--- src/rtl/hub75_pkg.sv ---
// Shared types and helpers for the HUB75 BCM scan sequencer.
package hub75_pkg;

  typedef enum logic [2:0] {
    StIdle      = 3'd0,
    StShiftGo   = 3'd1,
    StShiftWait = 3'd2,
    StBlankWait = 3'd3,
    StLatch     = 3'd4,
    StFire      = 3'd5,
    StNext      = 3'd6,
    StFrameWait = 3'd7
  } scan_state_e;

  localparam int unsigned MaxPlanes = 32;

  function automatic int unsigned idx_width(input int unsigned n);
    return (n <= 1) ? 1 : $clog2(n);
  endfunction

  function automatic int unsigned row_addr_width(input int unsigned n_rows);
    return idx_width(n_rows);
  endfunction

  function automatic logic [MaxPlanes-1:0] plane_onehot(input int unsigned p);
    return MaxPlanes'(1) << p;
  endfunction

endpackage

--- src/rtl/hub75_bcm_scan.sv ---
// Row / bit-plane sequencer feeding the HUB75 line shifter and blanking stage.
// Optional macro HUB75_BCM_SCAN_FRAME_SYNC_EN adds a frame_swap_ack hold at frame end.
module hub75_bcm_scan
  import hub75_pkg::*;
#(
  parameter int unsigned N_ROWS     = 32,
  parameter int unsigned LOG_N_ROWS = 5,
  parameter int unsigned N_PLANES   = 8
) (
  input  logic                  clk,
  input  logic                  rst,
`ifdef HUB75_BCM_SCAN_FRAME_SYNC_EN
  input  logic                  frame_swap_ack,
`endif
  input  logic                  ctrl_run,
  output logic                  frame_end,
  output logic                  shift_go,
  output logic [LOG_N_ROWS-1:0] shift_row,
  output logic [N_PLANES-1:0]   shift_plane,
  input  logic                  shift_rdy,
  output logic [LOG_N_ROWS-1:0] hub75_addr,
  output logic                  hub75_le,
  output logic                  blank_go,
  output logic [N_PLANES-1:0]   blank_plane,
  input  logic                  blank_rdy
);

  localparam int unsigned PlaneW = idx_width(N_PLANES);
  localparam logic [PlaneW-1:0]     LastPlane = PlaneW'(N_PLANES - 1);
  localparam logic [LOG_N_ROWS-1:0] LastRow   = LOG_N_ROWS'(N_ROWS - 1);

  scan_state_e state_q, state_d;
  logic [LOG_N_ROWS-1:0] row_q, row_d;
  logic [PlaneW-1:0]     plane_q, plane_d;

  logic                  frame_end_q, frame_end_d;
  logic                  shift_go_q, shift_go_d;
  logic [LOG_N_ROWS-1:0] shift_row_q, shift_row_d;
  logic [N_PLANES-1:0]   shift_plane_q, shift_plane_d;
  logic [LOG_N_ROWS-1:0] hub75_addr_q, hub75_addr_d;
  logic                  hub75_le_q, hub75_le_d;
  logic                  blank_go_q, blank_go_d;
  logic [N_PLANES-1:0]   blank_plane_q, blank_plane_d;

  logic                  frame_last;
  logic [N_PLANES-1:0]   plane_oh;

  assign frame_last = (row_q == LastRow) && (plane_q == LastPlane);
  assign plane_oh   = N_PLANES'(plane_onehot(32'(plane_q)));

  always_ff @(posedge clk or posedge rst) begin
    if (rst) begin
      state_q <= StIdle;
      row_q   <= '0;
      plane_q <= '0;
    end else begin
      state_q <= state_d;
      row_q   <= row_d;
      plane_q <= plane_d;
    end
  end

  always_comb begin
    state_d = state_q;
    row_d   = row_q;
    plane_d = plane_q;
    unique case (state_q)
      StIdle: begin
        if (ctrl_run) begin
          state_d = StShiftGo;
          row_d   = '0;
          plane_d = '0;
        end
      end
      StShiftGo: begin
        if (shift_rdy) state_d = StShiftWait;
      end
      // shift_go_q is high only in the first wait cycle, before the shifter drops rdy.
      StShiftWait: begin
        if (!shift_go_q && shift_rdy) state_d = StBlankWait;
      end
      StBlankWait: begin
        if (blank_rdy) state_d = StLatch;
      end
      StLatch: state_d = StFire;
      StFire:  state_d = StNext;
      StNext: begin
        if (plane_q == LastPlane) begin
          plane_d = '0;
          row_d   = (row_q == LastRow) ? '0 : row_q + 1'b1;
        end else begin
          plane_d = plane_q + 1'b1;
        end
        if (!frame_last) begin
          state_d = StShiftGo;
        end else begin
`ifdef HUB75_BCM_SCAN_FRAME_SYNC_EN
          state_d = StFrameWait;
`else
          state_d = ctrl_run ? StShiftGo : StIdle;
`endif
        end
      end
`ifdef HUB75_BCM_SCAN_FRAME_SYNC_EN
      StFrameWait: begin
        if (frame_swap_ack) state_d = ctrl_run ? StShiftGo : StIdle;
      end
`endif
      default: state_d = StIdle;
    endcase
  end

  always_comb begin
    shift_go_d    = (state_q == StShiftGo) && shift_rdy;
    shift_row_d   = shift_go_d ? row_q : shift_row_q;
    shift_plane_d = shift_go_d ? plane_oh : shift_plane_q;
    hub75_le_d    = (state_q == StLatch);
    hub75_addr_d  = hub75_le_d ? row_q : hub75_addr_q;
    blank_go_d    = (state_q == StFire);
    blank_plane_d = blank_go_d ? plane_oh : '0;
    frame_end_d   = (state_q == StNext) && frame_last;
  end

  always_ff @(posedge clk or posedge rst) begin
    if (rst) begin
      frame_end_q   <= 1'b0;
      shift_go_q    <= 1'b0;
      shift_row_q   <= '0;
      shift_plane_q <= '0;
      hub75_addr_q  <= '0;
      hub75_le_q    <= 1'b0;
      blank_go_q    <= 1'b0;
      blank_plane_q <= '0;
    end else begin
      frame_end_q   <= frame_end_d;
      shift_go_q    <= shift_go_d;
      shift_row_q   <= shift_row_d;
      shift_plane_q <= shift_plane_d;
      hub75_addr_q  <= hub75_addr_d;
      hub75_le_q    <= hub75_le_d;
      blank_go_q    <= blank_go_d;
      blank_plane_q <= blank_plane_d;
    end
  end

  assign frame_end   = frame_end_q;
  assign shift_go    = shift_go_q;
  assign shift_row   = shift_row_q;
  assign shift_plane = shift_plane_q;
  assign hub75_addr  = hub75_addr_q;
  assign hub75_le    = hub75_le_q;
  assign blank_go    = blank_go_q;
  assign blank_plane = blank_plane_q;

endmodule

--- config.mk ---
export PLATFORM = sky130hd
export DESIGN_NAME = hub75_bcm_scan
export DESIGN_NICKNAME = d
export VERILOG_FILES = /design/src/rtl/hub75_pkg.sv /design/src/rtl/hub75_bcm_scan.sv
export SDC_FILE = /design/constraint.sdc
export NUM_CORES = 1
export LEC_CHECK = 0
export BUFFER_PORTS_ARGS = -buffer_cell sky130_fd_sc_hd__clkbuf_2
export CAP_MARGIN = 20
export CORE_MARGIN = 3
export CORE_UTILIZATION = 56
export CTS_BUF_LIST = sky130_fd_sc_hd__clkbuf_2
export DETAILED_ROUTE_END_ITERATION = 10
export PLACE_DENSITY_LB_ADDON = 0.05
export SLEW_MARGIN = 10
export SYNTH_ARGS = -nofsm -noshare
export SYNTH_HDL_FRONTEND = slang
export SYNTH_SLANG_ARGS = --single-unit
--- constraint.sdc ---
create_clock -name clk -period 2 [get_ports clk]
set_clock_uncertainty 0.05 [all_clocks]
set_input_delay 0.4 -clock clk [delete_from_list [all_inputs] [get_ports clk]]
set_output_delay 0.4 -clock clk [all_outputs]
set_load 0.005 [all_outputs]
==> results.toml, run 1 <==
[final_layout]
layout-drive-gt1-share = 0.342
num-nets-final = 200
filler_cell_count = 235
mostFrequentLayoutCells = "sky130_fd_sc_hd__dfrtp_1 (41), sky130_fd_sc_hd__clkbuf_2 (39), sky130_fd_sc_hd__nand2_1 (16)"
insertedDiodeCount = 0
flow.area_growth_from_synthesis_pct = 15.6
finalInstanceArea_um2 = 2060
final_common_cell = "sky130_fd_sc_hd__dfrtp_1"

[grt]
globalRoute.totalOverflow = 0
grt_antenna_before_repair = 0
grtUsageTotal = 0.188
largest_net_degree_at_the_start_of_global_routing = 42
via_count_of_the_first_global_routing_pass = 1213
grt_pass1_wl_mm = 5.72

[clock_network]
cts-hold-fix-buffers = 0
clock_tree.root_cell = "sky130_fd_sc_hd__clkbuf_2"
clock_tree.buffer_depth = 2
cts.repair_timing.setup_buffer_count = 0
clk_pin_slew_worst_paths_ps = 190
numCtsBuffers = 5
clock_sinks = 41
htree_num_levels = 2
clock_insertion_delay_worst_skew_ps = 400
tritoncts_clock_tree = "built"
postCtsResizedCells = 0

[detailed_routing]
antenna_violating_nets_post_route = 0
route.met2.wl_mm = 1.50
via_per_inst = 5.23
highest_signal_layer_in_the_routed_design = "met4"
detail_route.iter0.violations = 57
route.final.wire_length_mm = 3.21
via_count = 1198
drt-wirelength-per-cell_um = 14.0
1st_pass_router_iterations = 4
met1Wirelength_mm = 1.48
met3_length_um = 181
remaining_drc_errors = 0

[sta]
hold_viol = 0
worst_hold_slack_ps = 10.3
worst_slack_ps = 183
fmaxAchievable_ghz = 0.550
grt_setup_unrepaired = "no"
worst_slew_margin_relative_to_its_limit = 0.670
finalSetupViolCount = 0
worst-slew-pin-transition_ps = 495
final-max-slew-violation-count = 0
final.period_utilization = 0.908
final.min_clock_period_ps = 1820
fin_tns_setup_ps = 0

[floorplanning]
start_util = 0.615
die_w_um = 62.4
floorplan.die_area_um2 = 3900
core_outline_area_um2 = 2900
pin_count = 35
num_rows = 19
die_y_um = 62.4

[synth]
synthesis.yosys.warnings = 0
yosys_most_used_dff = "sky130_fd_sc_hd__dfrtp_1"
synth_seq_area_share = 0.575
synth_enable_flop_cells = 0
synth-seq-cells = 41
synth.cell_area_um2 = 1780
synth.net_count = 161
post_synthesis_compound_gate_area_fraction = 0.0849
synth_xor_area_frac = 0
synth_async_sr_flop_share = 1.00
synth.avg_cell_area_um2 = 12.1
post_synth_and_or_nand_nor_area_fraction = 0.156
yosys-mux-area-fraction = 0.0919
number_of_different_library_cells_in_the_post_synthesis_netlist = 37
syn_inst = 148
synth_top_family_by_area = "simple AND/OR/NAND/NOR gates"
synth_fa_ha_area_frac = 0.0561

[power_and_ir_drop]
ir_drop_worst_case_vdd_mv = 0.760
power_density_nw_per_um2 = 1100
leakage_power_uw = 0.00110

[worst_setup_path]
slowest_stage_cell_on_the_critical_path = "sky130_fd_sc_hd__dfrtp_1"
worst_ep_arrival_time_ps = 2100
cp-end-kind = "flop"
cp_slowest_stage_delay_ps = 460
crit_chain = "ha_1, and3_1, ha_1, and4bb_2, a31oi_1, a31oi_1"
timing_worst_setup_path_type = "reg2reg"
cp_data_required_time_ps = 2290
crit_fanout = 5
crit_path_start_kind = "flop"

[flow_run]
maxCapViolCount = 0

[run_status]
result_of_the_run = "finished clean"

[hold_path]
hold_path_class = "in2async"

[place]
place_congestion = 0.794
dp.final_hpwl_mm = 2.29
io_buffer_count = 34
setup_slack_after_placement_ps = 246
placement_cell_area_um2 = 2000
## state kept, by name (all words and copies together) (netlist names)
register / flops
state_q: 3
frame_end: 1
hub75_le: 1
hub75_addr: 5
shift_plane: 8
blank_plane: 8
shift_go: 1
plane_q: 3
shift_row: 5
row_q: 5
blank_go: 1
## through the flow
step	utilization	instances	total power, uW
floorplan	-	148	1600
global route	0.711	229	2450
global placement	0.691	222	1810
detailed placement	0.691	222	1850
CTS	0.711	229	2300
finish	0.711	229	2280
## logic make-up (layout without fill, tap and decap cells)
| family | after synthesis | in the layout |
|---|---|---|
| DFF | 41 | 41 |
| buffers and inverters | 15 | 54 |
| adders and majority gates | 8 | 8 |
| AOI/OAI and AO/OA | 24 | 24 |
| muxes | 13 | 13 |
| and+or+nand+nor | 47 | 47 |
## cell type report
type,instances,area [um2],area share
clock buffer,5,25.0,0.0121
clock inverter,2,35.0,0.0170
inverter,10,37.5,0.0182
multi-input combinational,92,694,0.337
sequential,41,1030,0.497
tap,42,52.6,0.0255
timing repair buffer,37,193,0.0934
## worst max-delay path, delay by kind of cell (launching register included)
kind	cells	cell delay, ps
and+or+nand+nor	2	550
DFF	1	460
AOI/OAI and AO/OA	2	270
adders and majority gates	2	420
## power by group
| part | total [uW] | switching [uW] | internal (uW) |
|---|---|---|---|
| registers | 1160 | 167 | 997 |
| clock network | 455 | 252 | 203 |
| logic | 657 | 346 | 311 |
## synth_stat cells (all sizes together), types with 2 or more instances
cell / number / area [um2]
o21ai: 12 / 60.1
and2: 2 / 12.5
nor3b: 3 / 22.5
and3: 8 / 50.1
nand3: 3 / 15.0
dfrtp: 41 / 1030
mux2: 12 / 154
inv: 10 / 37.5
buf: 4 / 22.5
ha: 8 / 100
a31oi: 2 / 12.5
nand2: 17 / 66.3
nand2b: 3 / 18.8
nor2: 3 / 21.3
a21oi: 4 / 31.3
## worst paths after layout
check | end | startpoint | slack [ps] | depth (start not counted)
worst max-delay path | row_q[3] | row_q[1] | 180 | 6
worst min-delay path | hub75_le | rst | 10 | 3
worst max register to register | row_q[3] | row_q[1] | 180 | 6
worst min register to register | shift_plane[1] | shift_plane[1] | 450 | 2
max in group asynchronous | state_q[0] | rst | 1530 | 3
min in group clk | state_q[2] | blank_rdy | 230 | 3
## routing by layer
| layer | GRT usage | vias up |
|---|---|---|
| met5 | 0 | - |
| met1 | 0.251 | 568 |
| li1 | - | 592 |
| met2 | 0.288 | 32 |
| met3 | 0.0629 | 6 |
| met4 | 0.0661 | 0 |
Power figures use the tool's default switching activity.
==> run 2: changes to the inputs <==
Settings changed: RECOVER_POWER from default to 100.
==> results.toml, run 2 (same netlist as run 1, synthesis figures left out) <==
[sta]
worst-slew-pin-transition_ps = 952
hold_viol = 0
fmaxAchievable_ghz = 0.550
final.period_utilization = 0.908
final-max-slew-violation-count = 0
finalSetupViolCount = 0
worst_hold_slack_ps = 190
grt_setup_unrepaired = "no"
worst_slew_margin_relative_to_its_limit = 0.365
final.min_clock_period_ps = 1820
fin_tns_setup_ps = 0

[clock_network]
clock_sinks = 41
numCtsBuffers = 5
clock_tree.root_cell = "sky130_fd_sc_hd__clkbuf_2"
cts.repair_timing.setup_buffer_count = 0
tritoncts_clock_tree = "built"
clock_tree.buffer_depth = 2
postCtsResizedCells = 0
clk_pin_slew_worst_paths_ps = 190
cts-hold-fix-buffers = 0
clock_insertion_delay_worst_skew_ps = 400
htree_num_levels = 2

[place]
io_buffer_count = 34
place_congestion = 0.794
dp.final_hpwl_mm = 2.29

[detailed_routing]
detail_route.iter0.violations = 57
remaining_drc_errors = 0
route.final.wire_length_mm = 3.21
drt-wirelength-per-cell_um = 14.0
antenna_violating_nets_post_route = 0
1st_pass_router_iterations = 4
via_per_inst = 5.28
via_count = 1210

[power_and_ir_drop]
total_power_uw = 2220
ir_drop_worst_case_vdd_mv = 0.723
power_density_nw_per_um2 = 1100
leakage_power_uw = 0.00106

[final_layout]
flow.area_growth_from_synthesis_pct = 13.0
insertedDiodeCount = 0
layout-drive-gt1-share = 0.257
mostFrequentLayoutCells = "sky130_fd_sc_hd__dfrtp_1 (41), sky130_fd_sc_hd__clkbuf_2 (31), sky130_fd_sc_hd__nand2_1 (16)"
multi_input_gate_area_in_the_final_layout_um2 = 666
final_common_cell = "sky130_fd_sc_hd__dfrtp_1"
filler_cell_count = 246
num-nets-final = 200
layout.area.seq_um2 = 1030

[floorplanning]
die_w_um = 62.4
num_rows = 19
core_outline_area_um2 = 2900
die_y_um = 62.4
start_util = 0.615
floorplan.die_area_um2 = 3900
pin_count = 35

[grt]
via_count_of_the_first_global_routing_pass = 1213
grt_pass1_wl_mm = 5.72
globalRoute.totalOverflow = 0
largest_net_degree_at_the_start_of_global_routing = 42
globalRouteMet2Util = 0.288
grt_util_met1 = 0.251
grt_antenna_before_repair = 0
grtUsageTotal = 0.188
grt_max_usage_layer = "met2"
gr-usage-met3 = 0.0629

[worst_setup_path]
cp-end-kind = "flop"
timing_worst_setup_path_type = "reg2reg"
worst_ep_arrival_time_ps = 2080
crit_fanout = 18
crit_path_start_kind = "flop"
cp_data_required_time_ps = 2260

[hold_path]
hold_path_class = "in2async"

[flow_run]
maxCapViolCount = 0

[run_status]
result_of_the_run = "finished clean"
==> run 2: final timing paths <==
| kind | cells past startpoint | from | slack [ps] | end |
|---|---|---|---|---|
| worst min-delay path | 3 | rst | 190 | hub75_le |
| max in group asynchronous | 3 | rst | 1120 | state_q[0] |
| min in group clk | 3 | blank_rdy | 230 | state_q[2] |
| worst max-delay path | 3 | state_q[1] | 180 | shift_row[1] |
| worst min register to register | 2 | shift_plane[1] | 450 | shift_plane[1] |
| worst max register to register | 3 | state_q[1] | 180 | shift_row[1] |
==> run 2: metal layers <==
metal | vias to the layer above | routed length, um
li1 | 593 | -
met1 | 575 | 1470
met2 | 36 | 1480
met3 | 6 | 207
met4 | 0 | 51
met5 | - | 0
==> run 2: cell type report <==
class | instances | area share
sequential | 41 | 0.509
multi-input combinational | 92 | 0.330
timing repair buffer | 37 | 0.0868
tap | 42 | 0.0261
inverter | 10 | 0.0186
clock inverter | 2 | 0.0174
clock buffer | 5 | 0.0124
==> run 2: critical path, stage by stage, from the launching register on <==
cell and delay [ps]:
sky130_fd_sc_hd__dfrtp_1 560, sky130_fd_sc_hd__nand4bb_1 410, sky130_fd_sc_hd__clkbuf_2 340, sky130_fd_sc_hd__mux2_4 350
==> run 2: stage by stage <==
| stage | instances | setup slack [ps] | cell area [um2] | utilization |
|---|---|---|---|---|
| final | 229 | 183 | 2020 | 0.695 |
| after global routing | 229 | 41.0 | 2020 | 0.695 |
| after CTS | 229 | 198 | 2060 | 0.711 |
| after detailed placement | 222 | 246 | 2000 | 0.691 |
| after global placement | 222 | 298 | 2000 | 0.691 |
| after floorplan | 148 | 397 | 1780 | - |
==> run 2: report_power, final <==
part           switching, uW  total [uW]  internal, uW
clock network            251         454           203
registers                158        1160           998
logic                    332         612           281
